## src/rtl/ascon_pack.sv

```systemverilog
// ascon_pack: shared constants and types for the ASCON permutation sequencer.
//   ROUND_FIRST_PA / ROUND_FIRST_PB : first round index of p12 / p6
//   ROUND_LAST                      : index of the final round of both variants
//   type_perm_fsm                   : sequencer FSM state encoding
package ascon_pack;

    localparam logic [3:0] ROUND_FIRST_PA = 4'd0;
    localparam logic [3:0] ROUND_FIRST_PB = 4'd6;
    localparam logic [3:0] ROUND_LAST     = 4'd11;

    typedef enum logic {
        IDLE = 1'b0,
        RUN  = 1'b1
    } type_perm_fsm;

endpackage

```

## src/rtl/permutation_controller_round_counter.sv

```systemverilog
// permutation_controller_round_counter: 4-bit round index register.
// Ports:
//   clock_i    in  clock
//   resetb_i   in  synchronous active-low clear
//   load_i     in  load load_val_i (has priority over inc_i)
//   load_val_i in  value to load
//   inc_i      in  increment by one
//   round_o    out current count
//   is_last_o  out count >= ROUND_LAST (12..15 also count as last so a
//                  corrupted counter can never trap the FSM in RUN)
module permutation_controller_round_counter
    import ascon_pack::*;
(
    input  logic       clock_i,
    input  logic       resetb_i,
    input  logic       load_i,
    input  logic [3:0] load_val_i,
    input  logic       inc_i,
    output logic [3:0] round_o,
    output logic       is_last_o
);

    logic [3:0] cnt_q;

    always_ff @(posedge clock_i) begin
        if (!resetb_i) begin
            cnt_q <= 4'd0;
        end else if (load_i) begin
            cnt_q <= load_val_i;
        end else if (inc_i) begin
            cnt_q <= cnt_q + 4'd1;
        end
    end

    assign round_o   = cnt_q;
    assign is_last_o = (cnt_q >= ROUND_LAST);

endmodule

```

## src/rtl/permutation_controller.sv

```systemverilog
// permutation_controller: round sequencer for the single-round ASCON
// permutation datapath. Runs p12 (rounds 0..11) or p6 (rounds 6..11).
// Ports:
//   clock_i      in   clock, rising edge
//   resetb_i     in   synchronous active-low reset; forces all outputs low
//   start_i      in   permutation request, accepted only in IDLE
//   mode_i       in   0 = p12, 1 = p6 (sampled in the acceptance cycle)
//   sel_o        out  datapath mux: 0 = external state, 1 = feedback
//   en_o         out  datapath state-register enable
//   round_o      out  round index for constant addition
//   busy_o       out  permutation in progress (RUN)
//   done_o       out  registered one-cycle completion pulse
//   perm_count_o out  saturating count of completed permutations
//                     (only when ASCON_PERM_CNT_EN is defined)
module permutation_controller
    import ascon_pack::*;
(
    input  logic        clock_i,
    input  logic        resetb_i,
    input  logic        start_i,
    input  logic        mode_i,
    output logic        sel_o,
    output logic        en_o,
    output logic [3:0]  round_o,
    output logic        busy_o,
`ifdef ASCON_PERM_CNT_EN
    output logic [15:0] perm_count_o,
`endif
    output logic        done_o
);

    type_perm_fsm state_q, state_d;
    logic         done_q, done_d;
    logic         cnt_load, cnt_inc, cnt_last;
    logic [3:0]   cnt_val, cnt_load_val;

    // The acceptance cycle already computes the first round, so RUN starts
    // one past it.
    assign cnt_load_val = mode_i ? (ROUND_FIRST_PB + 4'd1) : (ROUND_FIRST_PA + 4'd1);

    permutation_controller_round_counter u_round_counter (
        .clock_i    (clock_i),
        .resetb_i   (resetb_i),
        .load_i     (cnt_load),
        .load_val_i (cnt_load_val),
        .inc_i      (cnt_inc),
        .round_o    (cnt_val),
        .is_last_o  (cnt_last)
    );

    always_ff @(posedge clock_i) begin
        if (!resetb_i) begin
            state_q <= IDLE;
            done_q  <= 1'b0;
        end else begin
            state_q <= state_d;
            done_q  <= done_d;
        end
    end

    always_comb begin
        state_d  = state_q;
        done_d   = 1'b0;
        cnt_load = 1'b0;
        cnt_inc  = 1'b0;
        sel_o    = 1'b0;
        en_o     = 1'b0;
        round_o  = 4'd0;
        busy_o   = 1'b0;
        case (state_q)
            IDLE: begin
                round_o = mode_i ? ROUND_FIRST_PB : ROUND_FIRST_PA;
                en_o    = start_i;
                if (start_i) begin
                    cnt_load = 1'b1;
                    state_d  = RUN;
                end
            end
            RUN: begin
                sel_o   = 1'b1;
                en_o    = 1'b1;
                busy_o  = 1'b1;
                round_o = cnt_val;
                if (cnt_last) begin
                    state_d = IDLE;
                    done_d  = 1'b1;
                end else begin
                    cnt_inc = 1'b1;
                end
            end
            default: state_d = IDLE;
        endcase
        // Reset is synchronous, so the outputs must be masked for the whole
        // time it is held low, not only after the first edge.
        if (!resetb_i) begin
            sel_o   = 1'b0;
            en_o    = 1'b0;
            round_o = 4'd0;
            busy_o  = 1'b0;
        end
    end

    assign done_o = done_q & resetb_i;

`ifdef ASCON_PERM_CNT_EN
    logic [15:0] perm_count_q;

    always_ff @(posedge clock_i) begin
        if (!resetb_i) begin
            perm_count_q <= 16'd0;
        end else if (done_q && (perm_count_q != 16'hFFFF)) begin
            perm_count_q <= perm_count_q + 16'd1;
        end
    end

    assign perm_count_o = perm_count_q;
`endif

endmodule
```

## config.mk

```make
export PLATFORM = sky130hd
export DESIGN_NAME = permutation_controller
export DESIGN_NICKNAME = d
export VERILOG_FILES = /design/src/rtl/ascon_pack.sv /design/src/rtl/permutation_controller_round_counter.sv /design/src/rtl/permutation_controller.sv
export SDC_FILE = /design/constraint.sdc
export NUM_CORES = 1
export LEC_CHECK = 0
export CAP_MARGIN = 25
export CORE_AREA = 2 2 39 41
export CTS_BUF_LIST = sky130_fd_sc_hd__clkbuf_4 sky130_fd_sc_hd__clkbuf_8 sky130_fd_sc_hd__clkbuf_16
export DETAILED_ROUTE_END_ITERATION = 8
export DIE_AREA = 0 0 41 43
export PLACE_DENSITY = 0.5
export SKIP_LAST_GASP = 1
export SLEW_MARGIN = 30
export SYNTH_ARGS = -nofsm -noshare
export SYNTH_HDL_FRONTEND = slang
export SYNTH_HIERARCHICAL = 1
export SYNTH_SLANG_ARGS = --single-unit
```

## constraint.sdc

```tcl
create_clock -name clock_i -period 4 [get_ports clock_i]
set_input_delay 0.4 -clock clock_i [delete_from_list [all_inputs] [get_ports clock_i]]
set_output_delay 0.4 -clock clock_i [all_outputs]
set_load 0.01 [all_outputs]
```

==> impl_metrics.env, run 1 <==
export IMPL_clock_fmax_mhz=456
export IMPL_synth_seq_area_share=0.321
export IMPL_antenna_found_initial=0
export IMPL_drive_above_1_share=0.145
export IMPL_numPortBuffers=11
export IMPL_power_density_mw_per_mm2=318
export IMPL_grt_use_total=0.111
export IMPL_setup_tns_ns=0
export IMPL_diodes=0
export IMPL_clockBufferDepth=2
export IMPL_maxCapViolCount=0
export IMPL_cts_tree="done"
export IMPL_num_rows=14
export IMPL_netlist_instances=43
export IMPL_crit_fanout=12
export IMPL_grt_max_degree=13
export IMPL_finalSetupViolations=0
export IMPL_dieArea_mm2=0.00176
export IMPL_timing_rr_end="u_round_counter/round_o[1]"
export IMPL_vias_per_cell=4.42
export IMPL_path_class="in -> out"
export IMPL_initial_core_util=0.270
export IMPL_die_x_um=41
export IMPL_period_minus_slack_ns=2.19
export IMPL_rsz0062_at_grt="false"
export IMPL_p_leak_nw=0.205
export IMPL_synth_nets=48
export IMPL_synth_edf_count=0
export IMPL_cp_arrival_ns=1.79
export IMPL_wire_per_inst_um=10.6
export IMPL_rr_startpoint="u_round_counter/round_o[0]"
export IMPL_irDropWorstVdd_v=0.000112
export IMPL_critical_path_slowest_cell="clkdlybuf4s50_1"
export IMPL_nets=62
export IMPL_power_w=0.000162
export IMPL_clk_latency_ns=0.25
export IMPL_final_util=0.367
export IMPL_slew_violations=0
export IMPL_grt_overflow_total=0
export IMPL_path_delay_family="buffers and inverters"
export IMPL_yosysMostFrequentCell="dfxtp_1"
export IMPL_synthFlopType="dfxtp_1"
export IMPL_die_h_um=43
export IMPL_ant_nets=0
export IMPL_synthSimpleGateAreaFrac=0.254
export IMPL_crit_path_max_incr_delay_ns=0.64
export IMPL_end_kind="output port"
export IMPL_ys_types=20
export IMPL_cts_hold_buf=0
export IMPL_r2r_slack_ns=2.33
export IMPL_path_buf_inv=2
export IMPL_syn_area_per_cell_um2=8.70
export IMPL_synth_compound_gate_area_share=0.214
export IMPL_synth_top_area_share=0.321
export IMPL_drt_iter0_markers=4
export IMPL_synthTopCellsByCount="6 x dfxtp_1, 5 x nand2_1, 4 x and2_1, 4 x o21ai_0"
export IMPL_synthesis_area_um2=374
export IMPL_grt_pass1_vias=288
export IMPL_wl_um=751
export IMPL_min_delay_path_depth=1
export IMPL_cts_resized=0
export IMPL_reg2regPathDepth=6
export IMPL_hold_violations=0
export IMPL_synth_area_leaders="dfxtp_1 32%, a21boi_2 9.0%, and2_1 6.7%, o21ai_0 5.4%, and3_1 5.0%"
export IMPL_post_route_drc_count=0
export IMPL_place_congestion=0.709
export IMPL_synth_mux_area_frac=0.0268
export IMPL_crit_top_cell="clkdlybuf4s50_1"
export IMPL_place_ws_ns=1.80
export IMPL_yosys_warnings=6
export IMPL_worst_hold_path_endpoint="state_q"
export IMPL_required_ns=3.60
export IMPL_htree_levels=1
export IMPL_ios=12
export IMPL_clock_sinks=6
export IMPL_dp_hpwl_um=549
export IMPL_cts_root_buf="clkbuf_4"
export IMPL_timing_final_crit_share=0.548
export IMPL_post_cts_buffers=0
export IMPL_setup_slack_ns=1.81
export IMPL_grt_pass1_wl_um=1230
export IMPL_design_core_area_mm2=0.00138
export IMPL_synth_top_family_by_area="simple AND/OR/NAND/NOR gates"
export IMPL_synth_seq_cells=6
export IMPL_start_kind="primary input"
export IMPL_synth_xor_area_frac=0.0702
export IMPL_cts_made_buffers=3
export IMPL_synth_area_leader_cell="dfxtp_1"
export IMPL_path_clk_slew_ns=0.04
export IMPL_crit_chain="clkdlybuf4s50_1 -> and3_1 -> clkdlybuf4s50_1"
export IMPL_vias=314
export IMPL_synthAdderAreaFrac=0.0334
export IMPL_synthArstFlopShare=0
export IMPL_fill_cells=152
export IMPL_status="complete, no violations"
export IMPL_min_from="state_q"
export IMPL_drtPass1Iterations=4
export IMPL_syn_to_final_growth_pct=35.8
export IMPL_fin_worst_skew_ns=0.00279
export IMPL_hold_class="reg -> reg"
worst reg2reg max path: stages, from the launching register on:
cell and delay (ns):
dfxtp_1 0.34, ha_1 0.22, o21a_1 0.21, nor2b_1 0.30, mux2i_1 0.24, o21ai_0 0.08, and2_1 0.16
worst max-delay path by stage:
| stage | start | to | cells past startpoint |
|---|---|---|---|
| final | resetb_i | round_o[0] | 3 |
| after global routing | resetb_i | round_o[2] | 3 |
| after CTS | resetb_i | round_o[0] | 3 |
| after detailed placement | resetb_i | round_o[1] | 3 |
| after global placement | resetb_i | round_o[0] | 3 |
| after floorplan | u_round_counter/round_o[0] | u_round_counter/round_o[1] | 6 |
per-layer routing:
layer | GRT usage | share of wire | wire length, um | vias to the layer above
li1 | - | - | - | 167
met1 | 0.135 | 0.49 | 371 | 134
met2 | 0.131 | 0.43 | 323 | 9
met3 | 0.0628 | 0.041 | 31 | 4
met4 | 0.100 | 0.033 | 25 | 0
met5 | 0 | 0 | 0 | -
logic make-up after synthesis:
| kind of cell | count (synthesis) |
|---|---|
| simple gates | 16 |
| compound gates | 11 |
| flops | 6 |
| xor+xnor | 3 |
| buf+inv | 3 |
| other cells | 2 |
| fa+ha+maj | 1 |
| mux | 1 |
registers in the layout (all words and copies together) (netlist names):
name and cells:
done_q 1, state_q 1, u_round_counter/round_o 4
through the flow:
step                      area (um^2)  instances  hold slack [ns]
after detailed placement          485         68            0.574
final                             508         71            0.584
after CTS                         508         71            0.586
after floorplan                   374         43            0.522
after global routing              508         71            0.605
after global placement            485         68            0.573
report_power, final:
group / switching [W] / internal [W]
Sequential: 0.00000614 / 0.0000645
Clock: 0.0000236 / 0.0000341
Combinational: 0.0000140 / 0.0000194
Total: 0.0000437 / 0.000118
layout make-up:
class	count	area, um^2	share of cell area
Multi-Input combinational cell	34	231	0.456
Sequential cell	6	120	0.236
Timing Repair Buffer	11	110	0.217
Clock buffer	3	22.5	0.0443
Tap cell	16	20.0	0.0394
Inverter	1	3.75	0.00739
cell usage in the layout (no fill, tap or decap), drive strengths merged:
| cell | n |
|---|---|
| a21boi | 3 |
| a21oi | 2 |
| and2 | 4 |
| and3 | 3 |
| clkbuf | 3 |
| clkdlybuf4s50 | 11 |
| conb | 2 |
| dfxtp | 6 |
| ha | 1 |
| inv | 1 |
| mux2i | 1 |
| nand2 | 5 |
| nand2b | 1 |
| nand4 | 1 |
| nor2b | 2 |
| o21a | 2 |
| o21ai | 4 |
| xnor2 | 1 |
| xor2 | 2 |
Note: power is estimated with default switching activity, not from simulation.
==> run 2: changes to the inputs <==
- clock period: 4 -> 2.1 ns (I/O delays scaled with it)
==> run 2 against run 1 <==
  * Non-clock buffer count unchanged
  * Utilization is the same
  * Total power up 90%
  * Sequential share of layout area is the same
  * Cell count did not move
  * Global-route usage did not move
  * Critical path type unchanged
  * Largest power group unchanged
  * Highest routed layer unchanged
==> impl_metrics.env, run 2 (synthesized netlist as in run 1, its figures left out) <==
export IMPL_status="complete, no violations"
export IMPL_grt_max_degree=13
export IMPL_final_common_cell="clkdlybuf4s50_1"
export IMPL_irDropWorstVdd_v=0.000213
export IMPL_layoutNonFillerInstCount=71
export IMPL_sw_frac_of_total=0.270
export IMPL_fin_worst_skew_ns=0.00234
export IMPL_end_kind="output port"
export IMPL_cts_root_buf="clkbuf_4"
export IMPL_nets=62
export IMPL_final_util=0.367
export IMPL_reg2regPathDepth=6
export IMPL_slew_violations=0
export IMPL_largest_reg_flops=4
export IMPL_dieArea_mm2=0.00176
export IMPL_cts_hold_buf=0
export IMPL_finalSetupViolations=0
export IMPL_drive_above_1_share=0.145
export IMPL_path_class="in -> out"
export IMPL_wire_per_inst_um=10.6
export IMPL_fill_cells=147
export IMPL_hold_class="reg -> reg"
export IMPL_cp_arrival_ns=1.61
export IMPL_wl_um=753
export IMPL_cts_resized=0
export IMPL_die_h_um=43
export IMPL_place_ws_ns=0.281
export IMPL_timing_final_crit_share=0.866
export IMPL_grt_overflow_total=0
export IMPL_numPortBuffers=11
export IMPL_met2_usage=0.122
export IMPL_clock_sinks=6
export IMPL_design_core_area_mm2=0.00138
export IMPL_internal_power_w=0.000225
export IMPL_setup_slack_ns=0.282
export IMPL_drtPass1Iterations=2
export IMPL_power_density_mw_per_mm2=606
export IMPL_drt_iter0_markers=3
export IMPL_p_comb_frac=0.207
export IMPL_cts_tree="done"
export IMPL_antenna_found_initial=0
export IMPL_ant_nets=0
export IMPL_clock_fmax_mhz=550
export IMPL_clk_latency_ns=0.25
export IMPL_crit_fanout=12
export IMPL_use_met1=0.145
export IMPL_required_ns=1.89
export IMPL_min_delay_path_depth=1
export IMPL_setup_tns_ns=0
export IMPL_holdWs_ns=0.581
export IMPL_vias=314
export IMPL_grt_pass1_vias=277
export IMPL_post_route_drc_count=0
export IMPL_ios=12
export IMPL_grt_pass1_wl_um=1220
export IMPL_num_rows=14
export IMPL_vias_per_cell=4.42
export IMPL_clockBufferDepth=2
export IMPL_cts_made_buffers=3
export IMPL_start_kind="primary input"
export IMPL_htree_levels=1
export IMPL_place_congestion=0.709
export IMPL_clock_power_share=0.356
export IMPL_grt_use_total=0.111
export IMPL_grtUsageMet3=0.0628
export IMPL_path_clk_slew_ns=0.04
export IMPL_dp_hpwl_um=546
export IMPL_diodes=0
export IMPL_pwr_share_seq=0.437
export IMPL_period_minus_slack_ns=1.82
export IMPL_hold_violations=0
export IMPL_p_leak_nw=0.205
export IMPL_die_x_um=41
export IMPL_placed_cells=68
export IMPL_final_cell_mix="11 x clkdlybuf4s50_1, 6 x dfxtp_1, 5 x nand2_1, 4 x and2_1, 4 x o21ai_0"
export IMPL_rsz0062_at_grt="false"
export IMPL_switchingPower_w=0.0000830
export IMPL_maxCapViolCount=0
export IMPL_syn_to_final_growth_pct=35.8
export IMPL_busiest_layer="met1"
export IMPL_post_cts_buffers=0
export IMPL_initial_core_util=0.270
## run 2: cell counts in the layout (fill, tap and decap cells not counted)
Identical to the previous run, type by type.
## run 2: worst paths after layout
kind,start,slack (ns),endpoint
hold / removal,state_q,0.58,state_q
hold reg to reg,state_q,0.58,state_q
setup reg to reg,u_round_counter/round_o[0],0.44,u_round_counter/round_o[1]
setup / recovery,resetb_i,0.28,round_o[0]
## run 2: power groups by stage
stage | registers, W | logic (W) | clock network, W
floorplan | 0.000131 | 0.0000443 | 0
global placement | 0.000137 | 0.0000641 | 0
detailed placement | 0.000136 | 0.0000639 | 0
CTS | 0.000134 | 0.0000643 | 0.000115
global route | 0.000136 | 0.0000707 | 0.000119
finish | 0.000135 | 0.0000636 | 0.000109
## run 2: final cells by class
type	count	area (um^2)	share of cell area
Inverter	1	3.75	0.00739
Sequential cell	6	120	0.236
Timing Repair Buffer	11	110	0.217
Multi-Input combinational cell	34	231	0.456
Tap cell	16	20.0	0.0394
Clock buffer	3	22.5	0.0443
## run 2: per-stage QoR
step                      area (um^2)  power (W)
after floorplan                   374   0.000176
after global placement            485   0.000201
after detailed placement          485   0.000200
after CTS                         508   0.000314
after global routing              508   0.000326
final                             508   0.000308
## run 2: worst max-delay path: stages
cell and delay (ns):
clkdlybuf4s50_1 0.65, and3_1 0.21, clkdlybuf4s50_1 0.54
## run 2: layer usage
layer | vias up | routed length (um)
li1 | 166 | -
met1 | 137 | 385
met2 | 7 | 317
met3 | 4 | 27
met4 | 0 | 23
met5 | - | 0
